### src/rtl/regfile_scoreboard_pkg.sv
// Shared types for the LC-3b decode hazard scoreboard.
package regfile_scoreboard_pkg;

  // Pointer/count width; covers queue depths up to 7.
  localparam int SB_PTR_W = 3;

  typedef logic [2:0] lc3b_reg;

  typedef struct packed {
    logic    wr;
    lc3b_reg dest;
  } sb_entry_t;

  // Advance a ring pointer by n (n <= depth), wrapping at depth.
  function automatic logic [SB_PTR_W-1:0] sb_ptr_add(input logic [SB_PTR_W-1:0] p,
                                                     input int unsigned n,
                                                     input int unsigned depth);
    int unsigned s;
    s = int'(p) + n;
    if (s >= depth) s = s - depth;
    return SB_PTR_W'(s);
  endfunction

  // Move a ring pointer back by n (n <= depth), wrapping at depth.
  function automatic logic [SB_PTR_W-1:0] sb_ptr_sub(input logic [SB_PTR_W-1:0] p,
                                                     input int unsigned n,
                                                     input int unsigned depth);
    int unsigned s;
    s = int'(p) + depth - n;
    if (s >= depth) s = s - depth;
    return SB_PTR_W'(s);
  endfunction

endpackage

### src/rtl/regfile_scoreboard_sb_queue.sv
// Circular buffer of in-flight instructions: push at tail, pop at head,
// drop up to three youngest entries from the tail. Validity of each slot is
// derived from head and count, so stored entries need no reset.
module sb_queue
  import regfile_scoreboard_pkg::*;
#(
  parameter int DEPTH = 3
) (
  input  logic                        clk,
  input  logic                        reset_n,
  input  logic                        i_push,
  input  sb_entry_t                   i_entry,
  input  logic                        i_pop,
  input  logic [1:0]                  i_drop,
  output sb_entry_t [DEPTH-1:0]       o_entries,
  output logic      [DEPTH-1:0]       o_valid,
  output logic      [SB_PTR_W-1:0]    o_head,
  output logic      [SB_PTR_W-1:0]    o_count
);

  sb_entry_t             r_mem [2**SB_PTR_W];
  logic [SB_PTR_W-1:0]   r_head;
  logic [SB_PTR_W-1:0]   r_tail;
  logic [SB_PTR_W-1:0]   r_count;
  logic [SB_PTR_W-1:0]   w_tail_drop;
  logic [SB_PTR_W-1:0]   w_tail_next;
  logic [SB_PTR_W-1:0]   w_head_next;
  logic [SB_PTR_W-1:0]   w_count_next;

  // Next pointers: the tail is first pulled back by the drop, then a push lands there.
  always_comb begin
    w_tail_drop  = sb_ptr_sub(r_tail, int'(i_drop), DEPTH);
    w_tail_next  = i_push ? sb_ptr_add(w_tail_drop, 1, DEPTH) : w_tail_drop;
    w_head_next  = i_pop ? sb_ptr_add(r_head, 1, DEPTH) : r_head;
    w_count_next = r_count + SB_PTR_W'(i_push) - SB_PTR_W'(i_pop) - SB_PTR_W'(i_drop);
  end

  // Control state: pointers and occupancy, cleared asynchronously.
  always_ff @(posedge clk or negedge reset_n) begin
    if (!reset_n) begin
      r_head  <= '0;
      r_tail  <= '0;
      r_count <= '0;
    end else begin
      r_head  <= w_head_next;
      r_tail  <= w_tail_next;
      r_count <= w_count_next;
    end
  end

  // Entry storage: written on push only.
  always_ff @(posedge clk) begin
    if (i_push) r_mem[w_tail_drop] <= i_entry;
  end

  // Expose slots with a valid bit from their age relative to head.
  always_comb begin
    int unsigned w_off;
    w_off     = 0;
    o_entries = '0;
    o_valid   = '0;
    for (int i = 0; i < DEPTH; i++) begin
      o_entries[i] = r_mem[i];
      w_off = (i >= int'(r_head)) ? (i - int'(r_head)) : (i + DEPTH - int'(r_head));
      o_valid[i] = (w_off < int'(r_count));
    end
  end

  assign o_head  = r_head;
  assign o_count = r_count;

endmodule

### src/rtl/regfile_scoreboard.sv
// In-order hazard scoreboard for the LC-3b decode stage.
// Optional feature macro: SB_WB_BYPASS_EN (an entry retiring this cycle no
// longer blocks readers, relying on regfile write-through).
module regfile_scoreboard
  import regfile_scoreboard_pkg::*;
#(
  parameter int DEPTH = 3
) (
  input  logic       clk,
  input  logic       reset_n,
  input  logic [2:0] src_a,
  input  logic       src_a_used,
  input  logic [2:0] src_b,
  input  logic       src_b_used,
  input  logic [2:0] dest,
  input  logic       dest_wr,
  input  logic       issue_req,
  input  logic       pipe_stall,
  input  logic       wb_retire,
  input  logic       flush,
  input  logic [1:0] flush_cnt,
  output logic       issue_ok,
  output logic       stall_decode,
  output logic [2:0] count,
  output logic       full,
  output logic       empty,
  output logic       err
);

`ifdef SB_WB_BYPASS_EN
  localparam logic BYPASS = 1'b1;
`else
  localparam logic BYPASS = 1'b0;
`endif

  sb_entry_t [DEPTH-1:0]  w_entries;
  logic [DEPTH-1:0]       w_valid;
  logic [SB_PTR_W-1:0]    w_head;
  logic [SB_PTR_W-1:0]    w_count;
  logic [SB_PTR_W-1:0]    w_remain;
  logic                   w_full;
  logic                   w_empty;
  logic                   w_retire;
  logic                   w_flush;
  logic                   w_clamp;
  logic [1:0]             w_drop;
  logic                   w_hazard;
  logic                   w_issue;
  logic                   w_err_set;
  logic                   r_err;
  sb_entry_t              w_push_entry;

  assign w_full  = (w_count == SB_PTR_W'(DEPTH));
  assign w_empty = (w_count == '0);

  // Retire/flush qualification, flush clamping and error detection.
  always_comb begin
    w_retire  = wb_retire & ~pipe_stall & ~w_empty;
    w_flush   = flush & ~pipe_stall;
    w_remain  = w_count - SB_PTR_W'(w_retire);
    w_clamp   = (SB_PTR_W'(flush_cnt) > w_remain);
    w_drop    = '0;
    if (w_flush) w_drop = w_clamp ? w_remain[1:0] : flush_cnt;
    w_err_set = (wb_retire & ~pipe_stall & w_empty) | (w_flush & w_clamp);
  end

  // Source-vs-pending-writer compare; the retiring head is skipped when bypass is built in.
  always_comb begin
    logic w_skip;
    w_skip   = 1'b0;
    w_hazard = 1'b0;
    for (int i = 0; i < DEPTH; i++) begin
      w_skip = BYPASS & w_retire & (w_head == SB_PTR_W'(i));
      if (w_valid[i] && w_entries[i].wr && !w_skip) begin
        if (src_a_used && (w_entries[i].dest == src_a)) w_hazard = 1'b1;
        if (src_b_used && (w_entries[i].dest == src_b)) w_hazard = 1'b1;
      end
    end
  end

  assign w_issue      = issue_req & ~w_hazard & ~w_full & ~pipe_stall & ~flush;
  assign w_push_entry = '{wr: dest_wr, dest: dest};

  sb_queue #(.DEPTH(DEPTH)) u_queue (
    .clk       (clk),
    .reset_n   (reset_n),
    .i_push    (w_issue),
    .i_entry   (w_push_entry),
    .i_pop     (w_retire),
    .i_drop    (w_drop),
    .o_entries (w_entries),
    .o_valid   (w_valid),
    .o_head    (w_head),
    .o_count   (w_count)
  );

  // Sticky protocol-error flag, cleared only by reset.
  always_ff @(posedge clk or negedge reset_n) begin
    if (!reset_n) r_err <= 1'b0;
    else if (w_err_set) r_err <= 1'b1;
  end

  assign issue_ok     = w_issue;
  assign stall_decode = issue_req & ~w_issue;
  assign count        = w_count;
  assign full         = w_full;
  assign empty        = w_empty;
  assign err          = r_err;

endmodule

### config.mk
export PLATFORM = sky130hd
export DESIGN_NAME = regfile_scoreboard
export DESIGN_NICKNAME = d
export VERILOG_FILES = /design/src/rtl/regfile_scoreboard_pkg.sv /design/src/rtl/regfile_scoreboard_sb_queue.sv /design/src/rtl/regfile_scoreboard.sv
export SDC_FILE = /design/constraint.sdc
export NUM_CORES = 1
export LEC_CHECK = 0
export ABC_AREA = 1
export CAP_MARGIN = 5
export CORE_ASPECT_RATIO = 1.4
export CORE_MARGIN = 2
export CORE_UTILIZATION = 45
export CTS_BUF_LIST = sky130_fd_sc_hd__clkbuf_4
export CTS_CLUSTER_DIAMETER = 200
export DETAILED_ROUTE_END_ITERATION = 10
export HOLD_SLACK_MARGIN = 0.12
export PLACE_DENSITY = 0.78
export SLEW_MARGIN = 15
export SYNTH_ARGS = -nofsm -noshare
export SYNTH_HDL_FRONTEND = slang
export SYNTH_SLANG_ARGS = --single-unit
### constraint.sdc
create_clock -name clk -period 8.55 [get_ports clk]
set_input_delay 1.71 -clock clk [delete_from_list [all_inputs] [get_ports clk]]
set_output_delay 1.71 -clock clk [all_outputs]
set_load 0.02 [all_outputs]
==> results of run 1 <==
==> worst max-delay path by stage <==
stage / from / to / depth (start not counted)
after floorplan: pipe_stall / u_queue.r_mem[0][0] / 22
after detailed placement: pipe_stall / u_queue.r_mem[0][0] / 23
after global routing: pipe_stall / u_queue.r_mem[1][1] / 23
final: pipe_stall / u_queue.r_mem[0][3] / 23
after global placement: pipe_stall / u_queue.r_mem[0][2] / 23
after CTS: pipe_stall / u_queue.r_mem[0][3] / 23
==> worst min-delay path, stage by stage, from the launching register on <==
cell	delay, ns
dfrtp_1	0.37
a31oi_1	0.05
nand2_1	0.06
==> sequential cells by signal, indices dropped and copies added, names as in the netlist <==
name             flops
u_queue.r_tail       3
u_queue.o_count      3
u_queue.o_head       3
u_queue.r_mem       12
err                  1
==> through the flow <==
| step | setup WS, ns | hold WS [ns] | util | area (um2) |
|---|---|---|---|---|
| 3_5_place_dp | 1.97 | 0.465 | 0.532 | 2530 |
| 3_3_place_gp | 2.13 | 0.464 | 0.532 | 2530 |
| 5_1_grt | 1.88 | 0.532 | 0.537 | 2560 |
| 6_report | 2.31 | 0.497 | 0.537 | 2560 |
| 2_1_floorplan | 2.91 | 0.577 | - | 2180 |
| 4_1_cts | 2.30 | 0.495 | 0.537 | 2560 |
==> routing by layer <==
metal,global-route usage,vias to the layer above,part of all wire
li1,-,991,-
met1,0.199,838,0.41
met2,0.353,25,0.56
met3,0,2,0.013
met4,0.0566,0,0.0095
met5,0,-,0
==> cells by family (layout without fill, tap and decap cells) <==
| logic type | after synthesis | count (layout) | synth area share |
|---|---|---|---|
| compound gates | 22 | 22 | 0.0550 |
| fa+ha+maj | 32 | 32 | 0.194 |
| xor+xnor | 6 | 6 | 0.0241 |
| mux | 1 | 1 | 0.00458 |
| simple gates | 163 | 163 | 0.361 |
| buf+inv | 48 | 79 | 0.0825 |
| flops | 22 | 22 | 0.279 |
==> synthesized netlist by cell type, types with 2 or more instances <==
master and n:
a21oi_1 6, a31oi_1 2, dfrtp_1 10, edfxtp_1 12, fa_1 3, ha_1 29, inv_1 32, inv_2 16
nand2_1 85, nand2_2 14, nand2_4 3, nand3_1 16, nand3b_1 3, nand4_1 2, nor2_1 25, nor2_2 8
nor2_4 2, o21ai_0 9, o21ai_1 4, xnor2_1 4, xor2_1 2
==> final cells by class <==
class                   count  area [um2]
clock buffers               3        22.5
clock inverters             1        3.75
fillers                   473        2210
inverters                  48         180
multi-input cells         224        1390
flip-flops and latches     22         611
well taps                  64        80.1
repair buffers             27         270
==> Implementation_results.wiki, run 1 <==
{| class="wikitable"
! Metric !! Value
|-
| Post-synthesis area per instance || 7.43 um2
|-
| Area overhead of the layout relative to synthesis || 17.2%
|-
| Result of the run || finished, final reports clean
|-
| Capturing point of the worst reg2reg path || u_queue.r_mem[0][3]
|-
| Most frequently used flop master after synthesis || edfxtp_1
|-
| Sequential cell area fraction in the yosys report || 0.279
|-
| Maximum number of pins on one net before global-route repair || 13
|-
| Final-report hold violation count || 0
|-
| Residual overflow from global routing || 0
|-
| Critical path's slowest cell || fa_1
|-
| Number of primary I/O pins || 28
|-
| Most frequent cells in the layout || nand2_1 (85), inv_1 (32), ha_1 (29), clkdlybuf4s50_1 (27), nor2_1 (25)
|-
| Data arrival, critical path || 6.24 ns
|-
| Vias per inst || 4.77
|-
| Cell row count || 30
|-
| Hold worst-path end || err
|-
| Dominant cell type by area after synthesis || ha_1
|-
| Leading cell type in the layout, fill and taps excluded || nand2_1
|-
| Insertion delay of the later-clocked pin in the worst-skew pair || 0.31 ns
|-
| Hold bufs inserted after CTS || 0
|-
| Post-CTS Repair Setup Buffers || 0
|-
| Biggest cell delay along the critical path || 0.48 ns
|-
| Final Non-Filler Cells || 389
|-
| Leading post-synthesis cells by cell area || ha_1 (17%), edfxtp_1 (16%), nand2_1 (15%)
|-
| Die Height || 86.4 um
|-
| Netlist area before placement || 2180 um2
|-
| Average detailed-routed wire length per instance || 11.3 um
|-
| Clock buffers created by TritonCTS || 3
|-
| Initial antenna violation count || 0
|-
| Worst slew pin tran || 0.469 ns
|-
| CTS Root Buffer Type || clkbuf_4
|-
| Data required time of the worst path || 8.55 ns
|-
| Worst-path clk slew || 0.13 ns
|-
| Area share of the largest cell type after synthesis || 0.166
|-
| Unrepaired setup endpoints after global routing || no
|-
| Port Buf Inserts || 27
|-
| Worst min-delay path class || register to register
|-
| Num Clock Sinks || 22
|-
| Area of the core || 4770 um2
|-
| Final total negative setup slack || 0 ns
|-
| Total iterations of the first detailed-routing run || 4
|-
| CTS tree || yes
|-
| Worst Reg2Reg Path Length in Cells || 21
|-
| Headroom to the max-slew limit || 0.686
|-
| Cell depth of the worst hold path || 2
|-
| Worst Path Buf+Inv || 4
|-
| Max Cap Violations || 0
|-
| Critical path cell sequence || clkdlybuf4s50_1 -> inv_1 -> nand2_1 -> nor2_1 -> ha_1 -> ha_1 -> ha_1 -> nand2_1 -> o21ai_1 -> a211oi_2 -> nor2_1 -> nor2_1 -> inv_1 -> ha_1 -> ha_1 -> fa_1 -> nor2_2 -> nand2_2 -> nand2_1 -> inv_2 -> nor2_1 -> nand2_1 -> nor2_2
|-
| Warnings, synthesis || 0
|-
| Fraction of registers with async set/reset || 0.455
|-
| Die X-Extent || 62.9 um
|-
| Net count, final || 378
|-
| Kind of critical path || input pin to register
|-
| Number of nets still failing antenna checks after routing || 0
|-
| Sum of routed wire length over all layers || 4400 um
|-
| GR Util All Layers || 0.175
|-
| Total nets after synthesis || 346
|-
| Final worst-path cycle share || 0.729
|-
| Register-to-register setup slack || 3.62 ns
|-
| Drt first-iter violations || 79
|-
| Startpoint of the most critical register-to-register path || u_queue.o_count[0]
|-
| Count of cell types in the netlist || 28
|-
| Setup crit end kind || register
|-
| Final weighted congestion in routability-driven placement || 0.870
|-
| Fraction of layout cells with a size suffix above 1 || 0.157
|-
| Number of global-route vias before repair || 1,823
|-
| Launching element type of the critical path || input pin
|-
| Buffer levels on the longest clock path || 2
|-
| Global-route wire length before repair || 7800 um
|-
| Number of DRC violations after detailed routing || 0
|-
| Max Transition Viols Final || 0
|-
| Seq cells post-synth || 22
|-
| Initial Utilization || 0.458
|-
| H-Tree Depth || 1
|-
| Kind of cell adding the most delay to the critical path || adder cells
|-
| HP Start || err
|-
| Critical Path Fanout Max || 7
|-
| Number of synthesized flops with an enable pin || 12
|-
| Most common cell on crit path || ha_1
|-
| Number of inserted diodes || 0
|-
| Max Fclk || 160 MHz
|-
| Floorplan die area || 5440 um2
|-
| Clk_skew || 0.0109 ns
|-
| Post-cts repair resize count || 0
|-
| Shortest clock period the worst path allows after layout || 6.24 ns
|-
| Final number of setup-violating endpoints || 0
|-
| Total vias in the final route || 1,856
|-
| Detailed Place HPWL || 3750 um
|-
| Cells after DPL || 385
|-
| Syn Inst Count || 294
|}
Power of run 1 is left out: the tool's default activity adds up to more than one toggle a clock period on the data nets, which glitch-free logic cannot reach.
==> run 2, diff against run 1 <==
- PLACE_DENSITY: 0.78 -> 0.81
- clock period: 8.55 -> 5.4 ns (I/O delays scaled with it)
==> Implementation_results.wiki, run 2 (synthesis results as in run 1) <==
{| class="wikitable"
! Metric !! Value
|-
| Result of the run || finished, final reports clean
|-
| Post-Route Utilization || 0.552 (+0.0144)
|-
| Kind of critical path || input pin to register
|-
| Launching element type of the critical path || input pin
|-
| Number of inserted diodes || 0 (unchanged)
|-
| Max Cap Violations || 0 (unchanged)
|-
| Worst min-delay path class || register to register
|-
| Number of primary I/O pins || 28 (unchanged)
|-
| Max Transition Viols Final || 0 (unchanged)
|-
| Critical Path Fanout Max || 6 (-1)
|-
| Clk_skew || 0.00339 ns (-0.00746 ns)
|-
| Kind of cell adding the most delay to the critical path || adder cells
|-
| Number of flip-flops in the largest register || 12 (unchanged)
|-
| Number of nets still failing antenna checks after routing || 0 (unchanged)
|-
| Fill count || 450 (-4.9%)
|-
| Leading cell type in the layout, fill and taps excluded || nand2_1
|-
| Stages on worst setup path || 26 (+13%)
|-
| Worst slew pin tran || 0.441 ns (-0.0287 ns)
|-
| Total iterations of the first detailed-routing run || 5 (+1)
|-
| Die Height || 86.4 um (unchanged)
|-
| Data required time of the worst path || 5.65 ns (-2.90 ns)
|-
| Net count, final || 382 (+1.1%)
|-
| Final worst-path cycle share || 0.934
|-
| Setup crit end kind || register
|-
| Detailed Place HPWL || 3650 um (-2.7%)
|-
| Maximum number of pins on one net before global-route repair || 14 (+1)
|-
| Worst Path Buf+Inv || 5 (+1)
|-
| Die X-Extent || 62.9 um (unchanged)
|-
| Final number of setup-violating endpoints || 0 (unchanged)
|-
| Floorplan die area || 5440 um2 (unchanged)
|-
| Data arrival, critical path || 5.29 ns (-0.95 ns)
|-
| Fraction of layout cells with a size suffix above 1 || 0.182 (+0.0254)
|-
| GR Util All Layers || 0.173 (-0.00218)
|-
| CTS Root Buffer Type || clkbuf_4
|-
| Unrepaired setup endpoints after global routing || no
|-
| Final Non-Filler Cells || 393 (+1.0%)
|-
| Cell row count || 30 (unchanged)
|-
| Buffer levels on the longest clock path || 2 (unchanged)
|-
| Initial antenna violation count || 0 (unchanged)
|-
| Vias per inst || 4.88 (+2.2%)
|-
| Worst-path clk slew || 0.12 ns (about the same)
|-
| Final-report hold violation count || 0 (unchanged)
|-
| Top register by number of flip-flops || u_queue.r_mem
|-
| Sum of routed wire length over all layers || 4430 um (+0.64%)
|-
| Cells after DPL || 389 (+1.0%)
|-
| Number of global-route vias before repair || 1,825 (+0.11%)
|-
| Clock buffers created by TritonCTS || 3 (unchanged)
|-
| Number of DRC violations after detailed routing || 0 (unchanged)
|-
| Post-CTS Repair Setup Buffers || 0 (unchanged)
|-
| CTS tree || yes
|-
| Cell depth of the worst hold path || 2 (unchanged)
|-
| Shortest clock period the worst path allows after layout || 5.04 ns
|-
| Initial Utilization || 0.458 (unchanged)
|-
| Critical path's slowest cell || fa_2
|-
| Worst Reg2Reg Path Length in Cells || 24 (+14%)
|-
| Most frequent cells in the layout || nand2_1 (85), inv_1 (31), ha_1 (29), clkdlybuf4s50_1 (27), nor2_1 (23)
|-
| Residual overflow from global routing || 0 (unchanged)
|-
| Biggest cell delay along the critical path || 0.58 ns (+0.10 ns)
|-
| Area overhead of the layout relative to synthesis || 20.4%
|-
| Final weighted congestion in routability-driven placement || 0.910 (+4.5%)
|-
| Drt first-iter violations || 70 (-11%)
|-
| Area of the core || 4770 um2 (unchanged)
|-
| H-Tree Depth || 1 (unchanged)
|-
| Max Fclk || 198 MHz
|-
| Total vias in the final route || 1,916 (+3.2%)
|-
| Port Buf Inserts || 27 (unchanged)
|-
| Global-route wire length before repair || 7710 um (-1.1%)
|-
| Headroom to the max-slew limit || 0.705 (+0.0192)
|-
| Num Clock Sinks || 22 (unchanged)
|-
| Insertion delay of the later-clocked pin in the worst-skew pair || 0.30 ns (about the same)
|-
| Average detailed-routed wire length per instance || 11.3 um (-0.39%)
|}
-- run 2: cell count changes in the layout (fill, tap and decap cells not counted), sizes merged --
cell	before	now
buf	0	4
clkinv	1	0
bufinv	0	1
-- run 2: worst min-delay path, cell delays in order (launching register included) --
cell     delay, ns
dfrtp_1       0.37
a31oi_1       0.05
nand2_1       0.06
-- run 2: final cells by class --
cell class | instances | area [um2] | share of cell area
inverters | 48 | 180 | 0.0685
repair buffers | 31 | 300 | 0.114
clock buffers | 3 | 22.5 | 0.00856
flip-flops and latches | 22 | 611 | 0.232
clock inverters | 1 | 30.0 | 0.0114
well taps | 64 | 80.1 | 0.0304
multi-input cells | 224 | 1410 | 0.535
-- run 2: metal layers --
layer  vias up  GRT usage  wire length [um]
met5         -          0                 0
met4         0     0.0929               152
met3        12          0                52
met2        31      0.322              2300
met1       866      0.204              1930
li1       1007          -                 -
-- run 2: per-stage QoR --
stage / instance area [um2] / setup WS, ns / hold WS, ns / TNS, ns
3_5_place_dp: 2560 / -0.103 / 0.481 / -0.810
6_report: 2630 / 0.357 / 0.502 / 0
4_1_cts: 2620 / 0.213 / 0.502 / 0
5_1_grt: 2630 / 0.00891 / 0.539 / 0
3_3_place_gp: 2560 / 0.0235 / 0.459 / 0
2_1_floorplan: 2180 / 0.388 / 0.577 / 0
-- run 2: path summary, 6_finish.rpt --
| check | startpoint | end | slack [ns] |
|---|---|---|---|
| worst max register to register | u_queue.o_count[0] | u_queue.r_tail[2] | 0.84 |
| worst max-delay path | pipe_stall | u_queue.r_tail[2] | 0.36 |
| worst min-delay path | err | err | 0.50 |
| worst min register to register | err | err | 0.50 |
| min in group asynchronous | reset_n | u_queue.r_tail[2] | 1.08 |
| max in group asynchronous | reset_n | u_queue.r_tail[1] | 4.02 |
-- run 2: repair_timing --
item	4_1_cts	5_1_grt
endpoints found under the setup margin	0	15
hold buffers	0	0
gates resized for setup	0	5
Power of run 2 is left out for the same reason.
